## src/rtl/rs15_9_encoder.sv

```systemverilog
// RS(15,9) systematic encoder over GF(16): 6-stage LFSR, one message symbol per clock.
// Latency 10 cycles from accepted start to done; start is ignored while busy (no queuing).
// Backpressure: none downstream; codeword_out holds until the next done. Option: RS15_9_ENCODER_SELFCHECK_EN adds check_err.
module rs15_9_encoder #(
    parameter int SYM_W = 4,
    parameter int N_SYM = 15,
    parameter int K_SYM = 9
) (
    input  logic                     clk,
    input  logic                     reset,
    input  logic [K_SYM*SYM_W-1:0]   message_in,
    input  logic                     start,
    output logic                     busy,
    output logic                     done,
    output logic [N_SYM*SYM_W-1:0]   codeword_out
`ifdef RS15_9_ENCODER_SELFCHECK_EN
    ,
    output logic                     check_err
`endif
);

    localparam int P_SYM = N_SYM - K_SYM;
    // g0 in the low nibble up to g5 in the high nibble
    localparam logic [P_SYM*SYM_W-1:0] G_COEF = {4'h7, 4'h9, 4'h3, 4'hC, 4'hA, 4'hC};

    typedef enum logic [1:0] {S_IDLE, S_SHIFT, S_DONE} state_t;

    function automatic logic [SYM_W-1:0] gf_mul(input logic [SYM_W-1:0] a, input logic [SYM_W-1:0] b);
        logic [SYM_W-1:0] acc;
        logic [SYM_W-1:0] t;
        acc = '0;
        t   = a;
        for (int i = 0; i < SYM_W; i++) begin
            if (b[i]) acc = acc ^ t;
            t = {t[SYM_W-2:0], 1'b0} ^ (t[SYM_W-1] ? 4'b0011 : 4'b0000);
        end
        return acc;
    endfunction

    state_t                     r_state;
    logic [3:0]                 r_cnt;
    logic [K_SYM*SYM_W-1:0]     r_msg;
    logic [P_SYM*SYM_W-1:0]     r_par;

    logic [SYM_W-1:0]           w_sym;
    logic [SYM_W-1:0]           w_fb;
    logic [P_SYM*SYM_W-1:0]     w_par_nxt;
    logic [N_SYM*SYM_W-1:0]     w_cw;

    // Highest message symbol enters the LFSR first
    always_comb begin
        w_sym = '0;
        for (int k = 0; k < K_SYM; k++) begin
            if (r_cnt == 4'(K_SYM - 1 - k)) w_sym = r_msg[k*SYM_W +: SYM_W];
        end
    end

    always_comb begin
        w_fb = w_sym ^ r_par[(P_SYM-1)*SYM_W +: SYM_W];
        w_par_nxt = '0;
        w_par_nxt[SYM_W-1:0] = gf_mul(w_fb, G_COEF[SYM_W-1:0]);
        for (int j = 1; j < P_SYM; j++) begin
            w_par_nxt[j*SYM_W +: SYM_W] = r_par[(j-1)*SYM_W +: SYM_W] ^ gf_mul(w_fb, G_COEF[j*SYM_W +: SYM_W]);
        end
    end

    assign w_cw = {r_msg, r_par};

`ifdef RS15_9_ENCODER_SELFCHECK_EN
    logic [SYM_W-1:0] w_s1;
    // Horner evaluation of the codeword polynomial at alpha
    always_comb begin
        w_s1 = '0;
        for (int i = N_SYM - 1; i >= 0; i--) begin
            w_s1 = gf_mul(w_s1, 4'h2) ^ w_cw[i*SYM_W +: SYM_W];
        end
    end
`endif

    always_ff @(posedge clk) begin
        if (reset) begin
            r_state      <= S_IDLE;
            r_cnt        <= '0;
            r_msg        <= '0;
            r_par        <= '0;
            busy         <= 1'b0;
            done         <= 1'b0;
            codeword_out <= '0;
`ifdef RS15_9_ENCODER_SELFCHECK_EN
            check_err    <= 1'b0;
`endif
        end else begin
            done <= 1'b0;
            case (r_state)
                S_IDLE: begin
                    if (start) begin
                        r_msg   <= message_in;
                        r_par   <= '0;
                        r_cnt   <= '0;
                        busy    <= 1'b1;
                        r_state <= S_SHIFT;
                    end
                end
                S_SHIFT: begin
                    r_par <= w_par_nxt;
                    r_cnt <= r_cnt + 4'd1;
                    if (r_cnt == 4'(K_SYM - 1)) r_state <= S_DONE;
                end
                S_DONE: begin
                    codeword_out <= w_cw;
                    done         <= 1'b1;
                    busy         <= 1'b0;
`ifdef RS15_9_ENCODER_SELFCHECK_EN
                    check_err    <= (w_s1 != '0);
`endif
                    r_state      <= S_IDLE;
                end
                default: r_state <= S_IDLE;
            endcase
        end
    end

endmodule

```

## config.mk

```make
export PLATFORM = sky130hd
export DESIGN_NAME = rs15_9_encoder
export DESIGN_NICKNAME = d
export VERILOG_FILES = /design/src/rtl/rs15_9_encoder.sv
export SDC_FILE = /design/constraint.sdc
export NUM_CORES = 1
export LEC_CHECK = 0
export CAP_MARGIN = 20
export CORE_ASPECT_RATIO = 1.2
export CORE_UTILIZATION = 46
export CTS_CLUSTER_DIAMETER = 40
export CTS_CLUSTER_SIZE = 14
export DETAILED_ROUTE_END_ITERATION = 12
export PLACE_DENSITY = 0.75
export SLEW_MARGIN = 30
export SYNTH_ARGS = -nofsm -noshare
export SYNTH_HDL_FRONTEND = slang
export SYNTH_SLANG_ARGS = --single-unit
```

## constraint.sdc

```tcl
create_clock -name clk -period 2.7 [get_ports clk]
set_input_delay 0.27 -clock clk [delete_from_list [all_inputs] [get_ports clk]]
set_output_delay 0.27 -clock clk [all_outputs]
set_load 0.01 [all_outputs]
```

==> results.json, run 1 <==
{
  "slew_viol_final": 0,
  "syn_nets": 563,
  "setup_tns_ns": 0,
  "synthMuxAreaShare_pct": 0,
  "worst_slew_pin_slew_ns": 0.6220,
  "finalCritPeriodShare_pct": 97.51,
  "layout.cells.non_filler": 774,
  "dieArea_mm2": 0.01134,
  "status": "complete, no violations",
  "clk_latency_ns": 0.41,
  "holdCritPathClass": "input pin to flip-flop",
  "viasPerCell": 5.479,
  "rows": 41,
  "grt_util_all_layers_pct": 22.81,
  "grt_max_degree": 37,
  "placedInstanceArea_mm2": 0.006291,
  "synth_xor_area_share_pct": 8.196,
  "syn_area_mm2": 0.005022,
  "overflow": 0,
  "coreArea_mm2": 0.01057,
  "final_common_cell": "dfxtp_1",
  "ys_warn_count": 0,
  "layout_common_cells": "dfxtp_1 (126), clkdlybuf4s50_1 (100), nand2_1 (95), a22o_1 (65), a21oi_1 (46)",
  "synthSimpleGateAreaFrac_pct": 11.76,
  "io_buffers": 100,
  "syn_inst": 520,
  "dp.cells": 739,
  "slowest_delay_ns": 0.38,
  "die_h_um": 116.5,
  "relSlewSlack_pct": 58.38,
  "dr.pass1.iters": 4,
  "finalPower_mw": 5.997,
  "synth_seq_cells": 128,
  "path_cells": "inv_4, ha_4, or3_4, a221oi_2, o32a_2, a21oi_4, xnor2_4, xnor3_1, or2_0, a32o_1",
  "hold_depth": 3,
  "ant_nets": 0,
  "cts_made_buffers": 17,
  "cts_buffer_depth": 2,
  "synth_top_family_by_area": "compound AO/OA/AOI/OAI gates",
  "start_util_pct": 47.53,
  "hold_buffers": 0,
  "reg2reg_depth": 10,
  "antenna_found_initial": 0,
  "cts_root_buffer": "clkbuf_16",
  "cp-end-kind": "flip-flop",
  "fill_cells": 824,
  "ir_worst_vdd_v": 0.0004937,
  "cts_tree": "built",
  "dpl.hpwl_um": 8745,
  "fin_ws_ns": 0.06721,
  "powerDensity_mw_per_mm2": 849.5,
  "period_minus_slack_ns": 2.633,
  "drive_above_1_share_pct": 15.35,
  "leakage_nw": 2.680,
  "ys_types": 48,
  "drt_iter0_drc": 208,
  "nNetsFinal": 675,
  "max_freq_ghz": 0.3798,
  "cts.sinks": 128,
  "async_reset_ff_share_pct": 0,
  "cp_slowest_cell": "dfxtp_4",
  "synth-edff-count": 0,
  "syn_avg_cell_area_um2": 9.658,
  "synth_adder_area_share_pct": 0.9965,
  "critPathMaxFanout": 7,
  "n_antenna_cell": 0,
  "final_area_mm2": 0.007059,
  "yosysSeqAreaShare_pct": 51.02,
  "hold_viol_final": 0,
  "ctsHtreeMaxLevel": 4,
  "vias": 4241,
  "setup_violations": 0,
  "clk_pin_slew_worst_paths_ns": 0.05,
  "arrival_ns": 2.93,
  "areaGrowthSynthToFinish_pct": 40.56,
  "drcViolationCount": 0,
  "die_w_um": 97.39,
  "start_kind": "flip-flop",
  "synth_compound_area_share_pct": 24.29,
  "ios": 101,
  "first_global_vias": 4061,
  "grt_pass1_wl_um": 20290,
  "dp_slack_ns": -0.02335,
  "critPathRequiredTime_ns": 3.00,
  "crit_type": "flip-flop to flip-flop",
  "wl_per_cell_um": 16.41,
  "rsz0062_at_grt": "true",
  "gp_congestion": 0.9331,
  "skew_ns": 0.006145,
  "drv_cap": 0,
  "ys.flop_type": "dfxtp_1",
  "drt_wl_total_um": 12710
}
## stage by stage
step | hold WS (ns) | utilization, %
6_report | 0.4139 | 66.80
5_1_grt | 0.4100 | 66.80
4_1_cts | 0.3979 | 65.40
3_5_place_dp | 0.4634 | 59.53
3_3_place_gp | 0.4606 | 59.53
2_1_floorplan | 0.4060 | -
## synthesized netlist by cell type (2+ instances only)
master	count	area (um2)
a21oi_2	2	17.52
nand2_1	95	356.6
a211oi_1	3	22.52
a21boi_0	2	15.01
xnor3_1	2	45.04
inv_1	6	22.52
nor2b_1	7	43.79
a2bb2oi_1	2	17.52
dfxtp_1	128	2562
a221oi_2	2	30.03
o21bai_1	2	15.01
nor2_1	11	41.29
a21o_1	3	22.52
o21ai_1	15	75.07
xnor2_4	2	55.05
xnor2_1	17	148.9
a31oi_1	4	25.02
buf_2	6	30.03
a21oi_1	49	245.2
xnor2_2	2	32.53
a221oi_1	3	26.28
clkbuf_1	33	123.9
nand2b_1	11	68.82
xor2_1	13	113.9
o21ai_0	7	35.03
a311oi_1	2	17.52
nand3b_1	3	22.52
ha_1	4	50.05
a22o_1	65	569.3
## routing by layer
layer | GRT usage (%) | up-vias | part of all wire, %
li1 | - | 2060 | -
met1 | 25.88 | 1998 | 41
met2 | 40.47 | 156 | 51
met3 | 6.164 | 27 | 5.6
met4 | 10.20 | 0 | 2.5
met5 | 0 | - | 0
## sequential cells by signal, indices dropped and copies added, names as in the netlist
| name | count |
|---|---|
| codeword_out | 60 |
| r_msg | 36 |
| r_par | 24 |
| r_cnt | 4 |
| r_state | 2 |
| busy | 1 |
| done | 1 |
## repair_timing
action	in CTS	in global routing
hold endpoints to repair	0	0
resized for setup	4	25
pin swaps	0	9
setup endpoints to repair	6	12
setup buffers	0	3
## path summary, 6_finish.rpt
path / startpoint / to / slack, ns
max: r_cnt[0] / r_par[23] / 0.07
min: message_in[22] / r_msg[22] / 0.41
min reg2reg: codeword_out[4] / codeword_out[4] / 0.47
max reg2reg: r_cnt[0] / r_par[23] / 0.07
## report_power, final
part	switching, mW	leakage (nW)	total, mW	internal, mW
Combinational	0.647	1.34	1.46	0.815
Sequential	0.191	1.04	2.24	2.04
Clock	0.771	0.301	2.30	1.53
## final cells by class
type	instances	area, um2	share of cell area [%]
clock buffers	28	536.8	7.604
inverters	6	27.53	0.3899
well taps	129	161.4	2.286
flip-flops and latches	128	2570	36.41
clock inverters	4	70.07	0.9926
repair buffers	133	1277	18.10
multi-input cells	346	2416	34.23
## worst max-delay path, delay by kind of cell (launching register included)
family                   cells  cell delay (ns)
buffers and inverters        1             0.05
adder cells (fa/ha/maj)      1             0.18
flip-flops                   1             0.38
XOR/XNOR                     2             0.63
AO/OA/AOI/OAI                4             0.70
AND/OR/NAND/NOR              2             0.58
## cells by family (layout without fill, tap and decap cells)
family                   after synthesis  count (layout)
adder cells (fa/ha/maj)                4               4
buffers and inverters                 46             171
XOR/XNOR                              37              37
AND/OR/NAND/NOR                      135             135
AO/OA/AOI/OAI                        170             170
flip-flops                           128             128
Note: power is estimated with default switching activity, not from simulation.
==> run 2: changes to the inputs <==
- CORE_UTILIZATION: 46 -> 50
- PLACE_DENSITY: 0.75 -> 0.78
- clock period: 2.7 -> 2.9 ns (I/O delays scaled with it)
==> run 2 against run 1 <==
Against the previous run: critical endpoint unchanged; die area down 7.8%; largest cell class unchanged; core utilization rose by 4.8 points; sequential share of layout area rose by 0.63 points.
==> results.json, run 2 (synthesis gave the netlist of run 1 again) <==
{
  "clk_latency_ns": 0.41,
  "start_kind": "flip-flop",
  "drive_above_1_share_pct": 12.13,
  "viasPerCell": 5.485,
  "layout_common_cells": "dfxtp_1 (127), clkdlybuf4s50_1 (100), nand2_1 (95), a22o_1 (65), a21oi_1 (47)",
  "cts_root_buffer": "clkbuf_16",
  "seqCellArea_mm2": 0.002564,
  "nNetsFinal": 666,
  "fill_cells": 708,
  "hold_buffers": 0,
  "largest-register": "codeword_out",
  "drt_iter0_drc": 217,
  "hold_viol_final": 0,
  "die_w_um": 93.49,
  "drv_cap": 0,
  "holdCritPathClass": "input pin to flip-flop",
  "leakage_nw": 2.626,
  "areaGrowthSynthToFinish_pct": 37.82,
  "critPathRequiredTime_ns": 3.20,
  "dp_slack_ns": 0.1105,
  "period_minus_slack_ns": 2.732,
  "overflow": 0,
  "antenna_found_initial": 0,
  "vias": 4158,
  "io_buffers": 100,
  "dr.pass1.iters": 4,
  "wl_per_cell_um": 15.94,
  "rows": 39,
  "worst_slew_pin_slew_ns": 0.6370,
  "powerDensity_mw_per_mm2": 824.9,
  "max_freq_ghz": 0.3660,
  "setup_violations": 0,
  "top_regs": "codeword_out x60, r_msg x36, r_par x24",
  "cp-end-kind": "flip-flop",
  "grt_util_all_layers_pct": 24.50,
  "start_util_pct": 51.98,
  "dpl.hpwl_um": 8438,
  "first_global_vias": 4048,
  "clk_pin_slew_worst_paths_ns": 0.06,
  "critPathMaxFanout": 13,
  "drcViolationCount": 0,
  "status": "complete, no violations",
  "cts_made_buffers": 17,
  "fin_ws_ns": 0.1676,
  "relSlewSlack_pct": 57.37,
  "cts_tree": "built",
  "finalCritPeriodShare_pct": 94.22,
  "grt_max_degree": 62,
  "arrival_ns": 3.03,
  "multi_input_area_mm2": 0.002322,
  "drt_wl_total_um": 12090,
  "gp_congestion": 0.9598,
  "cts_buffer_depth": 2,
  "largest_reg_flops": 60,
  "grt_pass1_wl_um": 19740,
  "ctsHtreeMaxLevel": 4,
  "final_common_cell": "dfxtp_1",
  "cts.sinks": 128,
  "dieArea_mm2": 0.01045,
  "ios": 101,
  "setup_tns_ns": 0,
  "n_antenna_cell": 0,
  "die_h_um": 111.8,
  "ir_worst_vdd_v": 0.0004258,
  "crit_type": "flip-flop to flip-flop",
  "coreArea_mm2": 0.009662,
  "ant_nets": 0,
  "slew_viol_final": 0,
  "skew_ns": 0.01223
}
run 2: cell types whose count changed in the layout (fill, tap and decap cells not counted), moves of 3 or more:
cell,change
buf_4,-7
bufinv_16,+4
clkbuf_1,-4
clkbuf_8,-5
clkinv_2,+3
run 2: worst paths after layout:
| path | cells after the start | start | slack, ns | end |
|---|---|---|---|---|
| worst max register to register | 11 | r_cnt[0] | 0.17 | r_par[23] |
| worst min-delay path | 3 | message_in[20] | 0.42 | r_msg[20] |
| worst max-delay path | 11 | r_cnt[0] | 0.17 | r_par[23] |
| worst min register to register | 2 | r_msg[11] | 0.47 | r_msg[11] |
run 2: layout make-up:
cell class                 instances  share of cell area [%]
clock buffer                      19                   6.544
clock inverter                    12                   3.073
inverter                           6                  0.3254
multi-input combinational        346                   33.55
sequential                       128                   37.04
tap                              123                   2.223
timing repair buffer             124                   17.25
run 2: through the flow:
step / power, mW / instance area (um2) / hold slack, ns / util [%] / instances
detailed placement: 3.313 / 6201 / 0.4626 / 64.18 / 724
CTS: 5.704 / 6867 / 0.4079 / 71.07 / 755
global route: 5.954 / 6922 / 0.4205 / 71.64 / 758
floorplan: 2.949 / 5022 / 0.4260 / - / 520
finish: 5.710 / 6922 / 0.4213 / 71.64 / 758
global placement: 3.270 / 6201 / 0.4603 / 64.18 / 724
run 2: power by group:
part	internal, mW	leakage, nW	switching (mW)
combinational	0.671	1.26	0.576
clock	1.64	0.328	0.737
sequential	1.90	1.04	0.178
run 2: per-layer routing:
layer	global-route usage (%)	vias to the layer above	part of all wire [%]
met5	0	-	0
li1	-	2038	-
met1	28.48	1961	42
met3	5.669	19	4.6
met4	13.85	0	2.2
met2	41.03	140	51
run 2: repair_timing:
item	CTS	global route
setup endpoints to repair	0	9
gates resized for setup	0	7
buffers inserted	0	3
run 2: critical path, cell delays in order, from the launching register on:
cell and delay (ns):
dfxtp_2 0.36, inv_1 0.09, ha_1 0.24, buf_4 0.19, a211oi_1 0.23, a311oi_1 0.09
a21oi_1 0.19, a21oi_2 0.09, xnor2_2 0.24, xnor3_1 0.44, or2_0 0.21, a32o_1 0.24
